[config.mk]
export PLATFORM = sky130hd
export DESIGN_NAME = alu_issue_ctrl
export DESIGN_NICKNAME = d
export VERILOG_FILES = /design/src/rtl/alu_pkg.sv /design/src/rtl/alu_decoder.sv /design/src/rtl/alu_issue_ctrl.sv
export SDC_FILE = /design/constraint.sdc
export NUM_CORES = 1
export LEC_CHECK = 0
export CAP_MARGIN = 5
export CORE_MARGIN = 2
export CORE_UTILIZATION = 40
export CTS_BUF_LIST = sky130_fd_sc_hd__clkbuf_4
export CTS_CLUSTER_SIZE = 24
export DETAILED_ROUTE_END_ITERATION = 10
export PLACE_DENSITY_LB_ADDON = 0.15
export SLEW_MARGIN = 10
export SYNTH_ARGS = -nofsm -noshare
export SYNTH_HDL_FRONTEND = slang
export SYNTH_HIERARCHICAL = 1
export SYNTH_SLANG_ARGS = --single-unit
export TNS_END_PERCENT = 5
[constraint.sdc]
create_clock -name clk -period 4 [get_ports clk]
set_input_delay 0.6 -clock clk [delete_from_list [all_inputs] [get_ports clk]]
set_output_delay 0.6 -clock clk [all_outputs]
set_load 0.005 [all_outputs]
[src/rtl/alu_pkg.sv]
// Shared definitions for the MIPS execute-stage issue controller.
// Contents: datapath widths, the 17 alu_control codes, the opcode and funct
// values that map onto them, and the small enums the decoder passes to the
// pipeline (immediate extension select, overflow check kind).
package alu_pkg;

    localparam int XLEN   = 32;
    localparam int REG_AW = 5;
    localparam int CTRL_W = 5;

    // alu_control codes seen by the external ALU
    localparam logic [CTRL_W-1:0] ALU_SLL  = 5'b00000;
    localparam logic [CTRL_W-1:0] ALU_SRL  = 5'b00001;
    localparam logic [CTRL_W-1:0] ALU_SRA  = 5'b00010;
    localparam logic [CTRL_W-1:0] ALU_SLLV = 5'b00011;
    localparam logic [CTRL_W-1:0] ALU_SRLV = 5'b00100;
    localparam logic [CTRL_W-1:0] ALU_SRAV = 5'b00101;
    localparam logic [CTRL_W-1:0] ALU_ADD  = 5'b00110;
    localparam logic [CTRL_W-1:0] ALU_ADDU = 5'b00111;
    localparam logic [CTRL_W-1:0] ALU_SUB  = 5'b01000;
    localparam logic [CTRL_W-1:0] ALU_SUBU = 5'b01001;
    localparam logic [CTRL_W-1:0] ALU_AND  = 5'b01010;
    localparam logic [CTRL_W-1:0] ALU_OR   = 5'b01011;
    localparam logic [CTRL_W-1:0] ALU_XOR  = 5'b01100;
    localparam logic [CTRL_W-1:0] ALU_NOR  = 5'b01101;
    localparam logic [CTRL_W-1:0] ALU_SLT  = 5'b01110;
    localparam logic [CTRL_W-1:0] ALU_SLTU = 5'b01111;
    localparam logic [CTRL_W-1:0] ALU_LUI  = 5'b10000;

    // Primary opcodes
    localparam logic [5:0] OP_RTYPE = 6'h00;
    localparam logic [5:0] OP_ADDI  = 6'h08;
    localparam logic [5:0] OP_ADDIU = 6'h09;
    localparam logic [5:0] OP_SLTI  = 6'h0A;
    localparam logic [5:0] OP_SLTIU = 6'h0B;
    localparam logic [5:0] OP_ANDI  = 6'h0C;
    localparam logic [5:0] OP_ORI   = 6'h0D;
    localparam logic [5:0] OP_XORI  = 6'h0E;
    localparam logic [5:0] OP_LUI   = 6'h0F;

    // R-type funct codes
    localparam logic [5:0] FN_SLL  = 6'h00;
    localparam logic [5:0] FN_SRL  = 6'h02;
    localparam logic [5:0] FN_SRA  = 6'h03;
    localparam logic [5:0] FN_SLLV = 6'h04;
    localparam logic [5:0] FN_SRLV = 6'h06;
    localparam logic [5:0] FN_SRAV = 6'h07;
    localparam logic [5:0] FN_ADD  = 6'h20;
    localparam logic [5:0] FN_ADDU = 6'h21;
    localparam logic [5:0] FN_SUB  = 6'h22;
    localparam logic [5:0] FN_SUBU = 6'h23;
    localparam logic [5:0] FN_AND  = 6'h24;
    localparam logic [5:0] FN_OR   = 6'h25;
    localparam logic [5:0] FN_XOR  = 6'h26;
    localparam logic [5:0] FN_NOR  = 6'h27;
    localparam logic [5:0] FN_SLT  = 6'h2A;
    localparam logic [5:0] FN_SLTU = 6'h2B;

    typedef enum logic [1:0] {IMM_NONE, IMM_SEXT, IMM_ZEXT} imm_sel_e;
    typedef enum logic [1:0] {OVF_NONE, OVF_ADD, OVF_SUB}   ovf_kind_e;

endpackage

[src/rtl/alu_decoder.sv]
// Combinational MIPS decoder for the execute-stage issue controller.
// Ports:
//   instr    in   32-bit instruction word
//   code     out  alu_control code (ALU_SLL for unsupported instructions)
//   dest     out  destination register (rd for R-type, rt for I-type, 0 if illegal)
//   imm_sel  out  how the second operand is formed (register / sext / zext imm16)
//   illegal  out  unsupported opcode or funct
//   ovf_kind out  which signed-overflow rule applies (none / add / sub)
module alu_decoder
    import alu_pkg::*;
(
    input  logic [XLEN-1:0]   instr,
    output logic [CTRL_W-1:0] code,
    output logic [REG_AW-1:0] dest,
    output imm_sel_e          imm_sel,
    output logic              illegal,
    output ovf_kind_e         ovf_kind
);

    logic [5:0] opcode;
    logic [5:0] funct;
    logic       unused_fields;

    assign opcode = instr[31:26];
    assign funct  = instr[5:0];
    // rs index and shamt are consumed by the pipeline, not by decode
    assign unused_fields = ^{instr[25:21], instr[10:6]};

    always_comb begin
        // NOTE: every output gets a default first so no path through the cases infers a latch.
        code     = ALU_SLL;
        dest     = '0;
        imm_sel  = IMM_NONE;
        illegal  = 1'b0;
        ovf_kind = OVF_NONE;

        if (opcode == OP_RTYPE) begin
            dest = instr[15:11];
            case (funct)
                FN_SLL:  code = ALU_SLL;
                FN_SRL:  code = ALU_SRL;
                FN_SRA:  code = ALU_SRA;
                FN_SLLV: code = ALU_SLLV;
                FN_SRLV: code = ALU_SRLV;
                FN_SRAV: code = ALU_SRAV;
                FN_ADD:  begin code = ALU_ADD; ovf_kind = OVF_ADD; end
                FN_ADDU: code = ALU_ADDU;
                FN_SUB:  begin code = ALU_SUB; ovf_kind = OVF_SUB; end
                FN_SUBU: code = ALU_SUBU;
                FN_AND:  code = ALU_AND;
                FN_OR:   code = ALU_OR;
                FN_XOR:  code = ALU_XOR;
                FN_NOR:  code = ALU_NOR;
                FN_SLT:  code = ALU_SLT;
                FN_SLTU: code = ALU_SLTU;
                default: begin illegal = 1'b1; dest = '0; end
            endcase
        end else begin
            dest = instr[20:16];
            case (opcode)
                OP_ADDI:  begin code = ALU_ADD;  imm_sel = IMM_SEXT; ovf_kind = OVF_ADD; end
                OP_ADDIU: begin code = ALU_ADDU; imm_sel = IMM_SEXT; end
                OP_SLTI:  begin code = ALU_SLT;  imm_sel = IMM_SEXT; end
                OP_SLTIU: begin code = ALU_SLTU; imm_sel = IMM_SEXT; end
                OP_ANDI:  begin code = ALU_AND;  imm_sel = IMM_ZEXT; end
                OP_ORI:   begin code = ALU_OR;   imm_sel = IMM_ZEXT; end
                OP_XORI:  begin code = ALU_XOR;  imm_sel = IMM_ZEXT; end
                // the ALU shifts the zero-extended immediate into the upper half
                OP_LUI:   begin code = ALU_LUI;  imm_sel = IMM_ZEXT; end
                default:  begin illegal = 1'b1; dest = '0; end
            endcase
        end
    end

endmodule

[src/rtl/alu_issue_ctrl.sv]
// Execute-stage front end for the MIPS integer datapath.
// Two valid/ready stages: D holds decoded operands that drive the external
// ALU combinationally; W captures the ALU result with overflow/illegal flags.
// Ports:
//   clk, rst_n                     clock, asynchronous active-low reset
//   in_valid/in_ready              instruction + register operands handshake
//   in_instr, in_rs_data, in_rt_data
//   alu_rs, alu_rt, alu_control, alu_shamt   registered D-stage ALU inputs
//   alu_out                        combinational ALU result for D operands
//   out_valid/out_ready            writeback handshake
//   out_result, out_dest, out_wen, out_ovf, out_illegal
// Build option: define ALU_FWD_EN to forward in-flight results into the
// source operands at D capture; otherwise operands come only from the
// register-file inputs.
module alu_issue_ctrl
    import alu_pkg::*;
(
    input  logic              clk,
    input  logic              rst_n,
    input  logic              in_valid,
    output logic              in_ready,
    input  logic [XLEN-1:0]   in_instr,
    input  logic [XLEN-1:0]   in_rs_data,
    input  logic [XLEN-1:0]   in_rt_data,
    output logic [XLEN-1:0]   alu_rs,
    output logic [XLEN-1:0]   alu_rt,
    output logic [CTRL_W-1:0] alu_control,
    output logic [4:0]        alu_shamt,
    input  logic [XLEN-1:0]   alu_out,
    output logic              out_valid,
    input  logic              out_ready,
    output logic [XLEN-1:0]   out_result,
    output logic [REG_AW-1:0] out_dest,
    output logic              out_wen,
    output logic              out_ovf,
    output logic              out_illegal
);

    logic [CTRL_W-1:0] dec_code;
    logic [REG_AW-1:0] dec_dest;
    imm_sel_e          dec_imm_sel;
    logic              dec_illegal;
    ovf_kind_e         dec_ovf_kind;

    logic              d_valid;
    logic [REG_AW-1:0] d_dest;
    logic              d_illegal;
    ovf_kind_e         d_ovf_kind;

    logic              d_ovf;
    logic              d_wen;
    logic              d_adv;
    logic              d_load;
    logic [XLEN-1:0]   src_rs;
    logic [XLEN-1:0]   src_rt;
    logic [XLEN-1:0]   opnd_b;

    alu_decoder u_dec (
        .instr    (in_instr),
        .code     (dec_code),
        .dest     (dec_dest),
        .imm_sel  (dec_imm_sel),
        .illegal  (dec_illegal),
        .ovf_kind (dec_ovf_kind)
    );

    // D empties into W whenever W is empty or being drained this cycle,
    // and D can refill in that same cycle without a bubble.
    assign d_adv    = d_valid && (!out_valid || out_ready);
    assign in_ready = !d_valid || d_adv;
    assign d_load   = in_valid && in_ready;

    // Signed overflow of the D-stage operation, judged on the ALU's wrapped result.
    always_comb begin
        d_ovf = 1'b0;
        case (d_ovf_kind)
            OVF_ADD: d_ovf = (alu_rs[XLEN-1] == alu_rt[XLEN-1]) && (alu_out[XLEN-1] != alu_rs[XLEN-1]);
            OVF_SUB: d_ovf = (alu_rs[XLEN-1] != alu_rt[XLEN-1]) && (alu_out[XLEN-1] != alu_rs[XLEN-1]);
            default: d_ovf = 1'b0;
        endcase
    end

    assign d_wen = !d_illegal && !d_ovf && (d_dest != '0);

`ifdef ALU_FWD_EN
    logic [REG_AW-1:0] rs_idx;
    logic [REG_AW-1:0] rt_idx;
    assign rs_idx = in_instr[25:21];
    assign rt_idx = in_instr[20:16];

    // The D entry leaving this edge is newer than W, so it wins.
    always_comb begin
        src_rs = in_rs_data;
        if (rs_idx != '0) begin
            if (d_adv && d_wen && (d_dest == rs_idx))
                src_rs = alu_out;
            else if (out_valid && out_wen && (out_dest == rs_idx))
                src_rs = out_result;
        end
        src_rt = in_rt_data;
        // For I-type, rt is the destination, not a source.
        if ((in_instr[31:26] == OP_RTYPE) && (rt_idx != '0)) begin
            if (d_adv && d_wen && (d_dest == rt_idx))
                src_rt = alu_out;
            else if (out_valid && out_wen && (out_dest == rt_idx))
                src_rt = out_result;
        end
    end
`else
    assign src_rs = in_rs_data;
    assign src_rt = in_rt_data;
`endif

    always_comb begin
        case (dec_imm_sel)
            IMM_SEXT: opnd_b = {{(XLEN-16){in_instr[15]}}, in_instr[15:0]};
            IMM_ZEXT: opnd_b = {{(XLEN-16){1'b0}}, in_instr[15:0]};
            default:  opnd_b = src_rt;
        endcase
    end

    // D stage
    always_ff @(posedge clk or negedge rst_n) begin
        if (!rst_n) begin
            d_valid     <= 1'b0;
            alu_rs      <= '0;
            alu_rt      <= '0;
            alu_control <= '0;
            alu_shamt   <= '0;
            d_dest      <= '0;
            d_illegal   <= 1'b0;
            d_ovf_kind  <= OVF_NONE;
        end else begin
            // NOTE: non-blocking assignments so every register samples the pre-edge values,
            // which is what lets D->W and a new D capture share one edge safely.
            if (d_load) begin
                d_valid     <= 1'b1;
                alu_rs      <= src_rs;
                alu_rt      <= opnd_b;
                alu_control <= dec_code;
                alu_shamt   <= in_instr[10:6];
                d_dest      <= dec_dest;
                d_illegal   <= dec_illegal;
                d_ovf_kind  <= dec_ovf_kind;
            end else if (d_adv) begin
                d_valid <= 1'b0;
            end
        end
    end

    // W stage
    always_ff @(posedge clk or negedge rst_n) begin
        if (!rst_n) begin
            out_valid   <= 1'b0;
            out_result  <= '0;
            out_dest    <= '0;
            out_wen     <= 1'b0;
            out_ovf     <= 1'b0;
            out_illegal <= 1'b0;
        end else if (d_adv) begin
            out_valid   <= 1'b1;
            out_result  <= alu_out;
            out_dest    <= d_dest;
            out_wen     <= d_wen;
            out_ovf     <= d_ovf;
            out_illegal <= d_illegal;
        end else if (out_ready) begin
            out_valid <= 1'b0;
        end
    end

endmodule

==> results.md, run 1 <==
* Grt ovf at 0
* CTS clock-pin slew for the worst setup and hold paths at 0.11 ns
* Fraction of layout cells with a size suffix above 1 at 19.9%
* Max cap viols at 0
* Final setup fails at 0
* First-pass GRT wire length at 23400 um
* Ys async rst share at 100%
* Crit end category: flop
* Max Freq at 380 MHz
* CP max-delay cell: nand3b_1
* Total power at 3150 uW
* Largest net degree at the start of global routing at 71
* Kind of critical path: input port to flop
* CTS Buffer Depth at 2
* Logic pwr share at around 28%
* FF+latch count, synth at 124
* Worst Path Required at approximately 4.4 ns
* Crit path launch type: input port
* CP Data Arrival Time at 3.07 ns
* Skew-Pair Late Insertion Delay at 0.53 ns
* Post-synth top area share at 56.2%
* Starting Density at 41.4%
* Cells after DPL at 812
* Wirelength per Cell at 17.9 um
* Most common cell in the netlist: dfrtp_1
* Initial antenna violation count at 0
* CTS tree: done
* RSZ-0062 raised after global routing: no
* Syn Nets at 553
* Antenna cells at 0
* Met3 routed WL at 1490 um
* Chip Width at 121 um
* Crit path buffers/inverters at 2
* H-tree depth at 4
* Worst slew pin tran at approximately 0.91 ns
* Post-CTS Setup Inserts at 0
* Count of cell types in the netlist at 46
* Ports at 248
* Avg Cell Area, Syn at 13.2 sq um
* Most used DFF post-synth: dfrtp_1
* GP Congestion at 0.831
* Top Layer Used: met4
* Cells after Synth at 418
* Clock root buffer: clkbuf_4
* Total Routing Usage GR at 20.8%
* NumNets Final at just under 800
* Warnings, synthesis at 6
* Drt first pass iters at 5
* CP top delay family: simple AND/OR/NAND/NOR gates
* Fin cells at 843
* Post-synth EDFFs at 0
* Wire length on met2 at about 7300 um
* Row cnt at 42
* Fin Hold WS at 0.174 ns
* Final ANT Viol Nets at 0
* Post-synthesis sequential area ratio at 56.2%
* Crit path max fanout at 16
* Psw at 841 uW
* CTS Buf Count at 17
* Largest stage delay, worst path at 0.65 ns
* Die H at 121 um
* Post-CTS Resized at 0
* WL met1 at 6030 um
* Synth top cells by count: 124 x dfrtp_1, 52 x a21oi_1, 45 x mux2_2, 44 x mux2_4, 24 x nand2_1
* Routed wire length at 15100 um
* Initial DRC Count at 257
* Total leakage power at 0.00349 uW
* Core ar. at 0.0133 sq mm
* Slew Limit Fails at 0
* Vias per cell at 5.19
* Biggest area consumer among synthesized cells: dfrtp_1
* Final clock skew at 0.0103 ns
* CP Cell Sequence: clkdlybuf4s50_1 -> nor2_1 -> nand2_1 -> nor2_1 -> inv_1 -> ha_1 -> nand3b_1 -> a31oi_1
* Number of global-route vias before repair at 4428
* Clock network fraction of total power at 23.8%
* Fin Setup TNS at 0 ns
* Sinks on Clock Net at 124
* Hold crit path type: input port to async pin
* DPL Wire Length at 10900 um
* Die area at 0.0148 sq mm
* Top post-synthesis cells by area: dfrtp_1 56%, mux2_4 12%, mux2_2 9.2%
* Fin crit share at roughly 66%
* Pwr/cell area at 380 mW/mm^2
* Sw frac at between 20% and 30%
* P&R area growth vs syn at 50.1%
* Status: completed
* Part of the power in registers at 48.2%
* Hold Violations, Final at 0
* Post-CTS Hold Fix Bufs at 0
* Library cell appearing most often on the critical path: nor2_1
* Via Count at 4379
* Cell Area, Synth at 0.00552 sq mm
* DRC viols at 0
* Period minus WS final at 2.63 ns
* Port Buffer Count at 242
* Slew margin rel. at around two fifths
* Design internal power at 2310 uW
* Worst IR Drop VDD at 0.000249 V
-- power groups by stage --
stage / Clock [uW] / Sequential [uW] / Combinational (uW)
5_1_grt: 859 / 1540 / 948
4_1_cts: 785 / 1520 / 894
6_report: 751 / 1520 / 882
3_3_place_gp: 0 / 1530 / 876
3_5_place_dp: 0 / 1550 / 890
2_1_floorplan: 0 / 1550 / 310
-- layout by cell type, fill, tap and decap left out, drive strengths merged, types with 6 or more instances in the layout --
master	netlist	routed
nor2	6	6
buf	15	8
mux2	89	89
dfrtp	124	124
a21oi	52	52
o21ai	6	6
a31oi	17	17
inv	5	6
clkdlybuf4s50	0	241
a22oi	16	16
clkbuf	16	18
nand2	24	24
clkinv	0	6
-- state kept, by name, indices dropped and copies added, names as in the netlist --
name / cells
alu_rs: 32
alu_rt: 32
out_result: 32
alu_control: 5
alu_shamt: 5
d_dest: 5
out_dest: 5
d_ovf_kind: 2
d_illegal: 1
d_valid: 1
out_illegal: 1
out_ovf: 1
out_valid: 1
out_wen: 1
-- worst paths after layout --
check	startpoint	to	slack [ns]	cells after the start
worst max-delay path	in_instr[31]	alu_rt[20]	1.37	8
worst min-delay path	rst_n	alu_rs[27]	0.17	1
worst max register to register	d_valid	alu_rs[10]	2.13	4
worst min register to register	out_result[23]	out_result[23]	0.51	1
max in group asynchronous	rst_n	out_result[23]	3.00	2
min in group clk	out_result[23]	out_result[23]	0.51	1
-- routing by layer --
| metal | GRT usage [%] | up-vias |
|---|---|---|
| li1 | - | 1995 |
| met1 | 25.3 | 2140 |
| met2 | 34.0 | 227 |
| met3 | 8.27 | 17 |
| met4 | 6.39 | 0 |
| met5 | 0 | - |
-- cell families after synthesis --
logic type,synth area share (%)
DFF,56.2
xor gates and xnor gates,0.317
buffers and inverters,3.81
AOI/OAI and AO/OA,11.8
muxes,21.3
and+or+nand+nor,5.85
adders and majority gates,0.680
-- final cells by class --
cell class              count  area [sq um]
fillers                  1067          5060
flip-flops and latches    124          3100
repair buffers            249          2500
multi-input cells         258          2210
well taps                 176           220
clock buffers              18           135
clock inverters            13           103
inverters                   5          18.8
-- stage by stage --
stage	cell area [sq um]	util (%)	worst slack (ns)
floorplan	5520	-	1.70
global placement	8050	60.3	0.860
detailed placement	8050	60.3	0.768
CTS	8290	62.1	1.36
global route	8290	62.1	1.14
finish	8290	62.1	1.37
No activity file was read; power rests on OpenSTA's default activity.
==> inputs of run 2 (changes only) <==
Clock period 4 ns to 2.67 ns, I/O delays scaled along.
==> run 2 against run 1 <==
  * Power rose by 57%
  * Sequential cell count did not move
  * Final area rose by 1.9%
  * Via count fell by 0.57%
  * Clock power rose by 80%
  * Die area did not move
  * Routed wire length fell by 0.80%
  * Largest cell class unchanged
  * Non-clock buffer count rose by 7
  * Global-route usage fell by 0.16 points
==> results.md, run 2 (same netlist as run 1, synthesis figures left out) <==
* Row cnt at 42
* Dpl cell area at around 0.0081 sq mm
* Largest net degree at the start of global routing at 49
* Cells after DPL at slightly above 800
* Top Layer Used: met4
* Final clock skew at ~0.012 ns
* Port Buffer Count at 242
* Starting Density at 41.4%
* Design internal power at 3710 uW
* RR Startpoint: d_valid
* Crit path launch type: flop
* Fraction of layout cells with a size suffix above 1 at about a fifth
* Clock network fraction of total power at 27.1%
* Skew-Pair Late Insertion Delay at slightly above 0.5 ns
* RSZ-0062 raised after global routing: no
* Final ANT Viol Nets at 0
* DRC viols at 0
* Routed wire length at 14900 um
* FF-to-FF path depth at 4
* Core ar. at 0.0133 sq mm
* Initial antenna violation count at 0
* CTS tree: done
* CTS Buf Count at 17
* Met3 routed WL at 1240 um
* Fin cells at 850
* Worst Hold Launch: in_rt_data[25]
* H-tree depth at 4
* Fin Hold WS at roughly 0.45 ns
* Max Freq at 466 MHz
* Chip Width at 121 um
* Worst IR Drop VDD at 0.000301 V
* Die area at 0.0148 sq mm
* Fin crit share at 80.3%
* Antenna cells at 0
* Logic pwr share at approximately 27%
* Fin Setup TNS at 0 ns
* Worst Hold End: alu_rt[25]
* Fin util at 63.3%
* Wirelength per Cell at roughly 18 um
* Period minus WS final at 2.15 ns
* DPL Wire Length at 10900 um
* Part of the power in registers at 46.0%
* Die H at 121 um
* Slew Limit Fails at 0
* Hold Crit Depth at 3
* Biggest regs: alu_rs (32), alu_rt (32), out_result (32)
* First-pass GRT wire length at 23300 um
* Ports at around 250
* Most common cell after layout, fill and taps aside: clkdlybuf4s50_1
* Final setup fails at 0
* Post-CTS Setup Inserts at 0
* Number of global-route vias before repair at 4402
* Crit end category: primary output
* Hold crit path type: input port to flop
* Most frequent cells in the layout: 241 x clkdlybuf4s50_1, 124 x dfrtp_1, 52 x a21oi_1
* Initial DRC Count at 213
* Status: completed
* Kind of critical path: flop to primary output
* P&R area growth vs syn at 52.9%
* Wire length on met2 at 7160 um
* CTS clock-pin slew for the worst setup and hold paths at 0.10 ns
* Psw at 1240 uW
* WL met1 at 6310 um
* Worst Path Required at between 2 and 2.5 ns
* Crit path max fanout at 16
* Via Count at 4354
* Pwr/cell area at 587 mW/mm^2
* Hold Violations, Final at 0
* Final instance area at 0.00844 sq mm
* Clock root buffer: clkbuf_4
* Flop2flop setup slack at 0.95 ns
* GP Congestion at about 0.79
* Worst slew pin tran at 0.635 ns
* Max cap viols at 0
* NumNets Final at approximately 800
* Sw frac at approximately a quarter
* Reg-to-Reg End: d_dest[2]
* Total Routing Usage GR at 20.6%
* Total leakage power at 0.00359 uW
* CTS Buffer Depth at 2
* Slew margin rel. at 57.7%
* Grt ovf at 0
* Vias per cell at between 5 and 6
* Sinks on Clock Net at 124
* CP Data Arrival Time at between 1.5 and 2 ns
* Drt first pass iters at 4
## run 2: cell type report
cell class / count / area (sq um)
fill: 1073 / 4900
sequential: 124 / 3100
timing repair buffer: 256 / 2600
multi-input combinational: 258 / 2210
tap: 176 / 220
clock buffer: 22 / 165
clock inverter: 9 / 121
inverter: 5 / 18.8
## run 2: per-stage QoR
stage               setup slack, ns  total power [uW]
global placement              0.236              3630
detailed placement            0.183              3660
floorplan                     0.568              2790
CTS                           0.450              5030
global route                  0.396              5220
finish                        0.525              4960
## run 2: critical path: stages (launching register included)
cell	delay, ns
dfrtp_1	0.45
nand3b_4	0.24
clkdlybuf4s50_1	0.56
## run 2: worst max-delay path by stage
| stage | start | endpoint | slack [ns] | cells after the start |
|---|---|---|---|---|
| finish | d_valid | in_ready | 0.52 | 2 |
| global route | d_valid | in_ready | 0.40 | 2 |
| global placement | in_instr[31] | alu_rt[10] | 0.24 | 10 |
| CTS | d_valid | in_ready | 0.45 | 2 |
| floorplan | in_instr[31] | alu_rt[6] | 0.57 | 11 |
| detailed placement | in_instr[31] | alu_rt[4] | 0.18 | 10 |
## run 2: timing repair
item	CTS	global route
hold buffers	1	0
resized for setup	0	0
endpoints found under the hold margin	46	0
## run 2: power groups by stage
stage | registers, uW | clock network [uW] | logic (uW)
floorplan | 2320 | 0 | 465
global placement | 2300 | 0 | 1320
detailed placement | 2320 | 0 | 1340
CTS | 2280 | 1400 | 1350
global route | 2310 | 1480 | 1430
finish | 2280 | 1350 | 1330
## run 2: routing by layer
| layer | track usage (%) | vias to the layer above |
|---|---|---|
| met3 | 6.11 | 21 |
| li1 | - | 2013 |
| met4 | 7.83 | 0 |
| met5 | 0 | - |
| met1 | 26.0 | 2121 |
| met2 | 33.5 | 199 |
